<file path="src/rtl/mult_div_pkg.sv">
// mult_div_pkg: shared FSM states, iteration constants and reset values for mult_div_unit
package mult_div_pkg;
  typedef enum logic [1:0] {IDLE, MULT_RUN, DIV_RUN, DONE} state_t;
  localparam int ITER_CNT = 32;
  localparam int CNT_W = 6;
  localparam logic [CNT_W-1:0] LAST_IT = CNT_W'(ITER_CNT - 1);
  localparam state_t RST_STATE = IDLE;
  localparam logic [CNT_W-1:0] RST_CNT = '0;
  localparam logic RST_PULSE = 1'b0;
endpackage

</file>
<file path="src/rtl/mult_div_unit_div_core.sv">
// div_core: restoring-division datapath on magnitudes with sign fix-up of the next-step result
module div_core #(
  parameter int DATA_W = 32
) (
  input  logic              clk,
  input  logic              reset_in,
  input  logic              load,
  input  logic              step,
  input  logic [DATA_W-1:0] a,
  input  logic [DATA_W-1:0] b,
  output logic [DATA_W-1:0] q_res,
  output logic [DATA_W-1:0] r_res
);
  logic [DATA_W-1:0] rem, quot, a_mag, b_mag, rem_nx, quot_nx;
  logic [DATA_W:0] dvs, rem_sh, diff;
  logic neg_q, neg_r, ge;
  always_comb begin
    a_mag = a[DATA_W-1] ? -a : a;
    b_mag = b[DATA_W-1] ? -b : b;
    rem_sh = {rem, quot[DATA_W-1]};
    diff = rem_sh - dvs;
    // trial difference stays within +/-2^(W-1), so its top bit is a valid sign
    ge = ~diff[DATA_W];
    rem_nx = ge ? diff[DATA_W-1:0] : rem_sh[DATA_W-1:0];
    quot_nx = {quot[DATA_W-2:0], ge};
    q_res = neg_q ? -quot_nx : quot_nx;
    r_res = neg_r ? -rem_nx : rem_nx;
  end
  always_ff @(posedge clk) begin
    if (!reset_in) begin
      rem <= '0;
      quot <= '0;
      dvs <= '0;
      neg_q <= 1'b0;
      neg_r <= 1'b0;
    end else if (load) begin
      rem <= '0;
      quot <= a_mag;
      dvs <= {1'b0, b_mag};
      neg_q <= a[DATA_W-1] ^ b[DATA_W-1];
      neg_r <= a[DATA_W-1];
    end else if (step) begin
      rem <= rem_nx;
      quot <= quot_nx;
    end
  end
endmodule

</file>
<file path="src/rtl/mult_div_unit.sv">
// mult_div_unit: sequential signed MULT (radix-2 Booth) / DIV (restoring) unit with HI/LO result pairs
module mult_div_unit
  import mult_div_pkg::*;
#(
  parameter int DATA_W = 32
) (
  input  logic              clk,
  input  logic              reset_in,
  input  logic              mult_init,
  input  logic              div_init,
  input  logic [DATA_W-1:0] a_in,
  input  logic [DATA_W-1:0] b_in,
  output logic [DATA_W-1:0] mult_hi,
  output logic [DATA_W-1:0] mult_lo,
  output logic [DATA_W-1:0] div_hi,
  output logic [DATA_W-1:0] div_lo,
  output logic              mult_stop,
  output logic              div_stop,
  output logic              div_zero
);
  state_t state, state_nx;
  logic [CNT_W-1:0] cnt;
  logic last, mult_ld, div_ld, zero_hit, mult_fin, div_fin, div_step;
  logic [DATA_W:0] mcand, m_add, sum;
  logic [2*DATA_W:0] acc, acc_nx;
  logic [DATA_W-1:0] q_res, r_res;
  assign last = cnt == LAST_IT;
  always_ff @(posedge clk) state <= !reset_in ? RST_STATE : state_nx;
  always_comb begin
    state_nx = state == IDLE ? (mult_init ? MULT_RUN : div_init ? (|b_in ? DIV_RUN : DONE) : IDLE)
             : state == DONE ? IDLE : last ? DONE : state;
  end
  always_comb begin
    mult_ld = state == IDLE && mult_init;
    div_ld = state == IDLE && !mult_init && div_init && |b_in;
    zero_hit = state == IDLE && !mult_init && div_init && ~|b_in;
    mult_fin = state == MULT_RUN && last;
    div_fin = state == DIV_RUN && last;
    div_step = state == DIV_RUN;
  end
  // acc = {hi, lo, q-1}; the add is one bit wider so -2^31 multiplicands cannot overflow
  always_comb begin
    m_add = acc[1:0] == 2'b01 ? mcand : acc[1:0] == 2'b10 ? -mcand : '0;
    sum = {acc[2*DATA_W], acc[2*DATA_W:DATA_W+1]} + m_add;
    acc_nx = {sum, acc[DATA_W:1]};
  end
  always_ff @(posedge clk) begin
    if (!reset_in) begin
      cnt <= RST_CNT;
      acc <= '0;
      mcand <= '0;
      mult_hi <= '0;
      mult_lo <= '0;
      div_hi <= '0;
      div_lo <= '0;
      mult_stop <= RST_PULSE;
      div_stop <= RST_PULSE;
      div_zero <= RST_PULSE;
    end else begin
      cnt <= (mult_ld || div_ld) ? RST_CNT : (state inside {MULT_RUN, DIV_RUN}) ? cnt + 1'b1 : cnt;
      mult_stop <= mult_fin;
      div_stop <= div_fin || zero_hit;
      div_zero <= zero_hit;
      if (mult_ld) begin
        acc <= {{DATA_W{1'b0}}, b_in, 1'b0};
        mcand <= {a_in[DATA_W-1], a_in};
      end else if (state == MULT_RUN) acc <= acc_nx;
      if (mult_fin) begin
        mult_hi <= acc_nx[2*DATA_W:DATA_W+1];
        mult_lo <= acc_nx[DATA_W:1];
      end
      if (div_fin) begin
        div_hi <= r_res;
        div_lo <= q_res;
      end
    end
  end
  div_core #(.DATA_W(DATA_W)) u_div (
    .clk(clk),
    .reset_in(reset_in),
    .load(div_ld),
    .step(div_step),
    .a(a_in),
    .b(b_in),
    .q_res(q_res),
    .r_res(r_res)
  );
endmodule

</file>
<file path="config.mk">
export PLATFORM = sky130hd
export DESIGN_NAME = mult_div_unit
export DESIGN_NICKNAME = d
export VERILOG_FILES = /design/src/rtl/mult_div_pkg.sv /design/src/rtl/mult_div_unit_div_core.sv /design/src/rtl/mult_div_unit.sv
export SDC_FILE = /design/constraint.sdc
export NUM_CORES = 1
export LEC_CHECK = 0
export ABC_CLOCK_PERIOD_IN_PS = 9900
export CORE_ASPECT_RATIO = 1.5
export CORE_MARGIN = 1
export CORE_UTILIZATION = 35
export CTS_CLUSTER_SIZE = 10
export DETAILED_ROUTE_END_ITERATION = 7
export SYNTH_ARGS = -nofsm -noshare
export SYNTH_HDL_FRONTEND = slang
export SYNTH_SLANG_ARGS = --single-unit
</file>
<file path="constraint.sdc">
create_clock -name clk -period 9.9 [get_ports clk]
set_input_delay 2.475 -clock clk [delete_from_list [all_inputs] [get_ports clk]]
set_output_delay 2.475 -clock clk [all_outputs]
set_load 0.01 [all_outputs]
</file>
==> results.yml, run 1 <==
global_routing:
  number_of_global_route_vias_before_repair: 18800
  antenna_found_initial: 0
  grt_use_total: 0.224
  largest_net_degree_at_the_start_of_global_routing: 103
  grt_pass1_wl_um: 103000
  grt_overflow_total: 0
setup_path:
  r2r_start: "u_div.quot[31]"
  setup.worst_path.start_class: "input pin"
  timing.critical_path.from: "b_in[2]"
  critical_path_class: "input pin to flop"
  reg2regPathDepth: 20
  crit_arrival_ns: 6.79
  regToRegEndpoint: "div_hi[26]"
  setup.worst_path.end: "u_div.rem[19]"
  path_cells: "clkdlybuf4s50_1, nor4_1, inv_1, nor3_1, and2_1, nand3_1, nor4_1, nand2_1, nand2_4, nand2_1, a211oi_1"
  cp_top_family: "simple AND/OR/NAND/NOR gates"
  crit_path_max_fanout: 45
  timing.critical_path.depth: 11
  cpMaxStageDelayCell: "nand2_1"
  worst_ep_required_time_ns: 10.31
  setup.reg_to_reg.worst_slack_ns: 3.92
  worst_setup_path_end_kind: "flop"
  cp_slowest_stage_delay_ns: 0.84
  worstPathBufferInverterCount: 2
synth:
  post_synth_num_cell_types: 87
  synth_ff_type: "dfxtp_1"
  synth_simple_gate_area_frac: 0.210
  synth_compound_gate_area_share: 0.222
  yosysTopAreaCell: "dfxtp_1"
  synth_area_leaders: "dfxtp_1, nand2_1, a211oi_1, mux2i_1, nor2_1"
  synthesis.instances: 2564
  synth_nets: 2708
  yosysSeqAreaShare: 0.333
  synth_most_common_cell: "nand2_1"
  postSynthRegisterBits: 334
  synthXorXnorAreaFrac: 0.0780
  synth_warnings: 0
  synth_edf_count: 0
  main_combinational_cell_family_by_area_after_synthesis: "compound AO/OA/AOI/OAI gates"
  synth-adder-area-share: 0.0481
  synth-async-reset-ratio: 0
  synth_top_cells_by_count: "nand2_1, dfxtp_1, nor2_1"
  synth_area_um2: 20100
  post_synth_mux_area_share: 0.0652
  postSynthAreaPerCell_um2: 7.84
  post-synth-top-area-fraction: 0.333
drt:
  detailroute.via_count: 18900
  route.detailed.wl_per_inst_um: 19.4
  ant_nets: 0
  drt_pre_antenna_iters: 5
  initialDrtViolationCount: 849
  dr_drc_count: 0
  vias_per_instance: 5.50
  detail_route.wirelength_um: 66500
power_and_ir_drop:
  report.power.total_mw: 4.06
  power-per-cell-area_nw_per_um2: 171
  power.static_leakage_nw: 8.49
  power.ir.vdd_worst_uv: 109
timing:
  drv_slew: 0
  tightest_slew_ns: 1.30
  post-route-period-util: 0.644
  final_period_minus_worst_setup_slack_ns: 6.38
  setup_tns_ns: 0
  final.setup_skew_ns: 0.0292
  maxSlewHeadroom: 0.133
  finalSetupViolCount: 0
  rsz0062_at_grt: "false"
  finalHoldViolations: 0
  max_freq_mhz: 157
clocking:
  post_cts.repair.setup_buffers: 0
  cts-hold-fix-buffers: 0
  clk_pin_slew_ns: 0.06
  root_buffer: "clkbuf_16"
  tritoncts: "yes"
  cts.repair.resized: 0
  htreeDepth: 2
  clock_insertion_delay_worst_skew_ns: 0.54
  cts_sinks: 334
  cts_inserted_buffers: 40
  cts.path.max_buffers: 3
finish:
  nNetsFinal: 2803
  diodes: 0
  drive_above_1_share: 0.0439
  filler_cell_count: 5773
  final_core_utilization: 0.418
  synthToLayoutAreaGrowth_pct: 18.0
floorplanning:
  placementRows: 107
  dieArea_um2: 58400
  design.portCount: 199
  core-area_um2: 56800
  fp.dieH_um: 295
  die_w_um: 198
  initial_core_utilization: 0.354
placement:
  routability_congestion: 0.889
  hpwl_um: 49700
  count_of_buffers_inserted_at_the_top_level_ports: 198
min_path:
  hold_class: "flop to flop"
outcome:
  status: "finished clean"
job:
  maxCapViolCount: 0
## cell families (layout without fill, tap and decap cells)
group	count (synthesis)	after routing
buffers and inverters	234	337
flip-flops	334	334
XOR/XNOR	179	179
AO/OA/AOI/OAI	681	681
multiplexers	129	129
AND/OR/NAND/NOR	931	931
adder cells (fa/ha/maj)	76	76
## tightest hold or removal path, delay by kind of cell, from the launching register on
kind             cells  cell delay (ns)
flip-flops           1             0.30
AND/OR/NAND/NOR      1             0.05
AO/OA/AOI/OAI        1             0.05
## layout by cell type, fill, tap and decap left out, types with 11 or more instances in the layout
| master | instances |
|---|---|
| nand3_1 | 71 |
| nor2_1 | 275 |
| and3_1 | 14 |
| mux2i_1 | 117 |
| xor2_1 | 66 |
| a21o_1 | 30 |
| o31ai_1 | 30 |
| or4_1 | 24 |
| a21oi_1 | 196 |
| nand2_1 | 343 |
| o21ai_0 | 117 |
| o211ai_1 | 21 |
| a211oi_1 | 164 |
| nand4_1 | 23 |
| inv_1 | 66 |
| clkbuf_16 | 41 |
| clkdlybuf4s50_1 | 197 |
| o21bai_1 | 12 |
| ha_1 | 72 |
| nor4_1 | 23 |
| nand2b_1 | 17 |
| xnor2_1 | 113 |
| buf_4 | 19 |
| nor2b_1 | 14 |
| mux2_2 | 11 |
| nor3_1 | 51 |
| or3_1 | 23 |
| o41ai_1 | 17 |
| dfxtp_1 | 334 |
| a31oi_1 | 14 |
## sequential cells by signal, indices dropped and copies added (netlist names)
name / count
acc: 65
div_hi: 32
div_lo: 32
mcand: 32
mult_hi: 32
mult_lo: 32
u_div.dvs: 32
u_div.quot: 32
u_div.rem: 32
cnt: 6
state: 2
div_stop: 1
div_zero: 1
mult_stop: 1
u_div.neg_q: 1
u_div.neg_r: 1
## metrics by stage
stage | hold slack (ns) | setup WS [ns] | cell area, um^2 | instances
global placement | 0.444 | 3.12 | 22600 | 3380
CTS | 0.456 | 3.52 | 23700 | 3430
global route | 0.474 | 3.13 | 23700 | 3430
finish | 0.454 | 3.52 | 23700 | 3430
detailed placement | 0.449 | 2.95 | 22600 | 3380
floorplan | 0.441 | 4.87 | 20100 | 2564
## where the power goes
| group | internal, mW | switching (mW) |
|---|---|---|
| sequential | 1.40 | 0.0683 |
| clock | 0.772 | 0.563 |
| combinational | 0.451 | 0.802 |
## metal layers
metal	part of all wire	wire length, um	GRT usage	vias to the layer above
li1	-	-	-	9326
met3	0.032	2110	0.0262	154
met1	0.37	24500	0.227	9008
met5	0	0	0	-
met2	0.54	35800	0.433	376
met4	0.061	4040	0.134	0
## cell type report
cell class / count / area [um^2] / area share
flip-flops and latches: 334 / 6690 / 0.282
repair buffers: 217 / 2120 / 0.0894
well taps: 763 / 955 / 0.0403
clock inverters: 1 / 5.00 / 0.000211
multi-input cells: 1996 / 12600 / 0.530
inverters: 70 / 268 / 0.0113
clock buffers: 49 / 1110 / 0.0466
## how the worst min path moves through the flow
| stage | from | to | slack (ns) | depth (start not counted) |
|---|---|---|---|---|
| 2_1_floorplan | u_div.dvs[0] | u_div.dvs[0] | 0.44 | 2 |
| 3_3_place_gp | mult_lo[29] | mult_lo[29] | 0.44 | 2 |
| 3_5_place_dp | mult_lo[29] | mult_lo[29] | 0.45 | 2 |
| 4_1_cts | div_lo[28] | div_lo[28] | 0.46 | 2 |
| 5_1_grt | mult_lo[29] | mult_lo[29] | 0.47 | 2 |
| 6_report | mult_hi[2] | mult_hi[2] | 0.45 | 2 |
Note: power is estimated with default switching activity, not from simulation.
==> inputs of run 2 (changes only) <==
--- a/config.mk
+++ b/config.mk
@@ -5,7 +5,7 @@
 export SDC_FILE = /design/constraint.sdc
 export NUM_CORES = 1
 export LEC_CHECK = 0
-export ABC_CLOCK_PERIOD_IN_PS = 9900
+export ABC_CLOCK_PERIOD_IN_PS = 5100
 export CORE_ASPECT_RATIO = 1.5
 export CORE_MARGIN = 1
 export CORE_UTILIZATION = 35
==> constraint.sdc (replaced) <==
create_clock -name clk -period 5.1 [get_ports clk]
set_input_delay 1.275 -clock clk [delete_from_list [all_inputs] [get_ports clk]]
set_output_delay 1.275 -clock clk [all_outputs]
set_load 0.01 [all_outputs]
==> results.yml, run 2 (synthesized netlist as in run 1, its figures left out) <==
outcome:
  status: "finished clean"
drt:
  ant_nets: 0
  detailroute.via_count: 18900
  dr_drc_count: 0
  route.detailed.wl_per_inst_um: 19.4
  detail_route.wirelength_um: 67000
  drt_pre_antenna_iters: 5
  vias_per_instance: 5.47
  initialDrtViolationCount: 968
placement:
  count_of_buffers_inserted_at_the_top_level_ports: 198
  dpl_cell_area_um2: 22800
  routability_congestion: 0.912
  hpwl_um: 50700
clocking:
  tritoncts: "yes"
  clock_insertion_delay_worst_skew_ns: 0.56
  cts-hold-fix-buffers: 0
  cts_sinks: 334
  htreeDepth: 2
  cts_inserted_buffers: 40
  cts.path.max_buffers: 3
  root_buffer: "clkbuf_16"
  clk_pin_slew_ns: 0.06
floorplanning:
  die_w_um: 198
  fp.dieH_um: 295
  core-area_um2: 56800
  initial_core_utilization: 0.354
  dieArea_um2: 58400
  placementRows: 107
  design.portCount: 199
setup_path:
  setup.worst_path.start_class: "flop"
  worst_setup_path_end_kind: "flop"
  crit_path_max_fanout: 4
  crit_arrival_ns: 5.32
  critical_path_class: "flop to flop"
  worst_ep_required_time_ns: 5.59
global_routing:
  grt_overflow_total: 0
  grt_pass1_wl_um: 103000
  gr-usage-met1: 0.230
  antenna_found_initial: 2
  grt_use_total: 0.226
  grt_most_used_layer: "met2"
  met2_usage: 0.450
  grt.met3_usage: 0.0284
  largest_net_degree_at_the_start_of_global_routing: 114
  number_of_global_route_vias_before_repair: 18300
finish:
  layout_common_cells: "nand2_1, dfxtp_1, nor2_1"
  final_core_utilization: 0.422
  most_common_cell_after_layout_fill_and_taps_aside: "nand2_1"
  finalInstanceArea_um2: 24000
  top_register: "acc"
  synthToLayoutAreaGrowth_pct: 19.3
  drive_above_1_share: 0.0553
  filler_cell_count: 5796
  nNetsFinal: 2830
  number_of_flip_flops_in_the_largest_register: 65
  layout.area.seq_um2: 6690
  multi_input_comb_area_um2: 12600
timing:
  tightest_slew_ns: 1.18
  max_freq_mhz: 207
  post-route-period-util: 0.948
  finalHoldViolations: 0
  finalSetupViolCount: 0
  final.setup_skew_ns: 0.0236
  maxSlewHeadroom: 0.216
  drv_slew: 0
  final_period_minus_worst_setup_slack_ns: 4.83
power_and_ir_drop:
  power-per-cell-area_nw_per_um2: 329
  power.static_leakage_nw: 8.64
  power.ir.vdd_worst_uv: 200
min_path:
  hold_class: "flop to flop"
job:
  maxCapViolCount: 0
==> run 2: worst max-delay path, stage by stage (launching register included) <==
cell and delay [ns]:
dfxtp_1 0.34, nor3_2 0.27, nand3_1 0.15, or3_1 0.37
or3_1 0.41, or4_4 0.47, nor2_1 0.13, xor2_1 0.15
o21ai_0 0.14, ha_1 0.37, nand2_1 0.08, nor2_1 0.16
nand2_1 0.07, or3_1 0.33, a211o_1 0.38, a211oi_2 0.24
nor2_1 0.12, or4_1 0.49, nand3_1 0.10
==> run 2: routing by layer <==
layer  routed length (um)  part of all wire  vias to the layer above
met5                    9           0.00013                        -
li1                     -                 -                     9413
met2                37000              0.55                      429
met3                 2390             0.036                      121
met4                 2950             0.044                        2
met1                24600              0.37                     8942
==> run 2: where the power goes <==
part           switching (mW)  total (mW)  internal, mW
logic                    1.59        2.52         0.930
clock network            1.08        2.52          1.44
registers               0.132        2.86          2.73
==> run 2: metrics by stage <==
step	TNS, ns	hold WS, ns	worst slack, ns	total power [mW]	cells
global route	-0.0508	0.471	-0.0390	8.31	3458
global placement	0	0.445	0.185	5.38	3406
finish	0	0.454	0.266	7.90	3458
detailed placement	0	0.449	0.116	5.41	3406
floorplan	0	0.441	0.339	4.59	2564
CTS	0	0.455	0.0662	7.97	3456
==> run 2: final cells by class <==
type | count | share of cell area
multi-input combinational | 1996 | 0.527
clock inverter | 2 | 0.000522
antenna | 1 | 0.000104
timing repair buffer | 244 | 0.0985
clock buffer | 48 | 0.0443
inverter | 70 | 0.0112
sequential | 334 | 0.279
tap | 763 | 0.0398
==> run 2: worst paths after layout <==
check | from | end | slack [ns] | cells past startpoint
setup reg to reg | mcand[4] | mult_hi[25] | 0.27 | 18
hold / removal | div_hi[3] | div_hi[3] | 0.45 | 2
setup / recovery | mcand[4] | mult_hi[25] | 0.27 | 18
hold reg to reg | div_hi[3] | div_hi[3] | 0.45 | 2
==> run 2: repair_timing <==
| action | in CTS | in global routing |
|---|---|---|
| setup buffers | 0 | 1 |
| setup endpoints to repair | 0 | 18 |
| gates resized for setup | 0 | 10 |
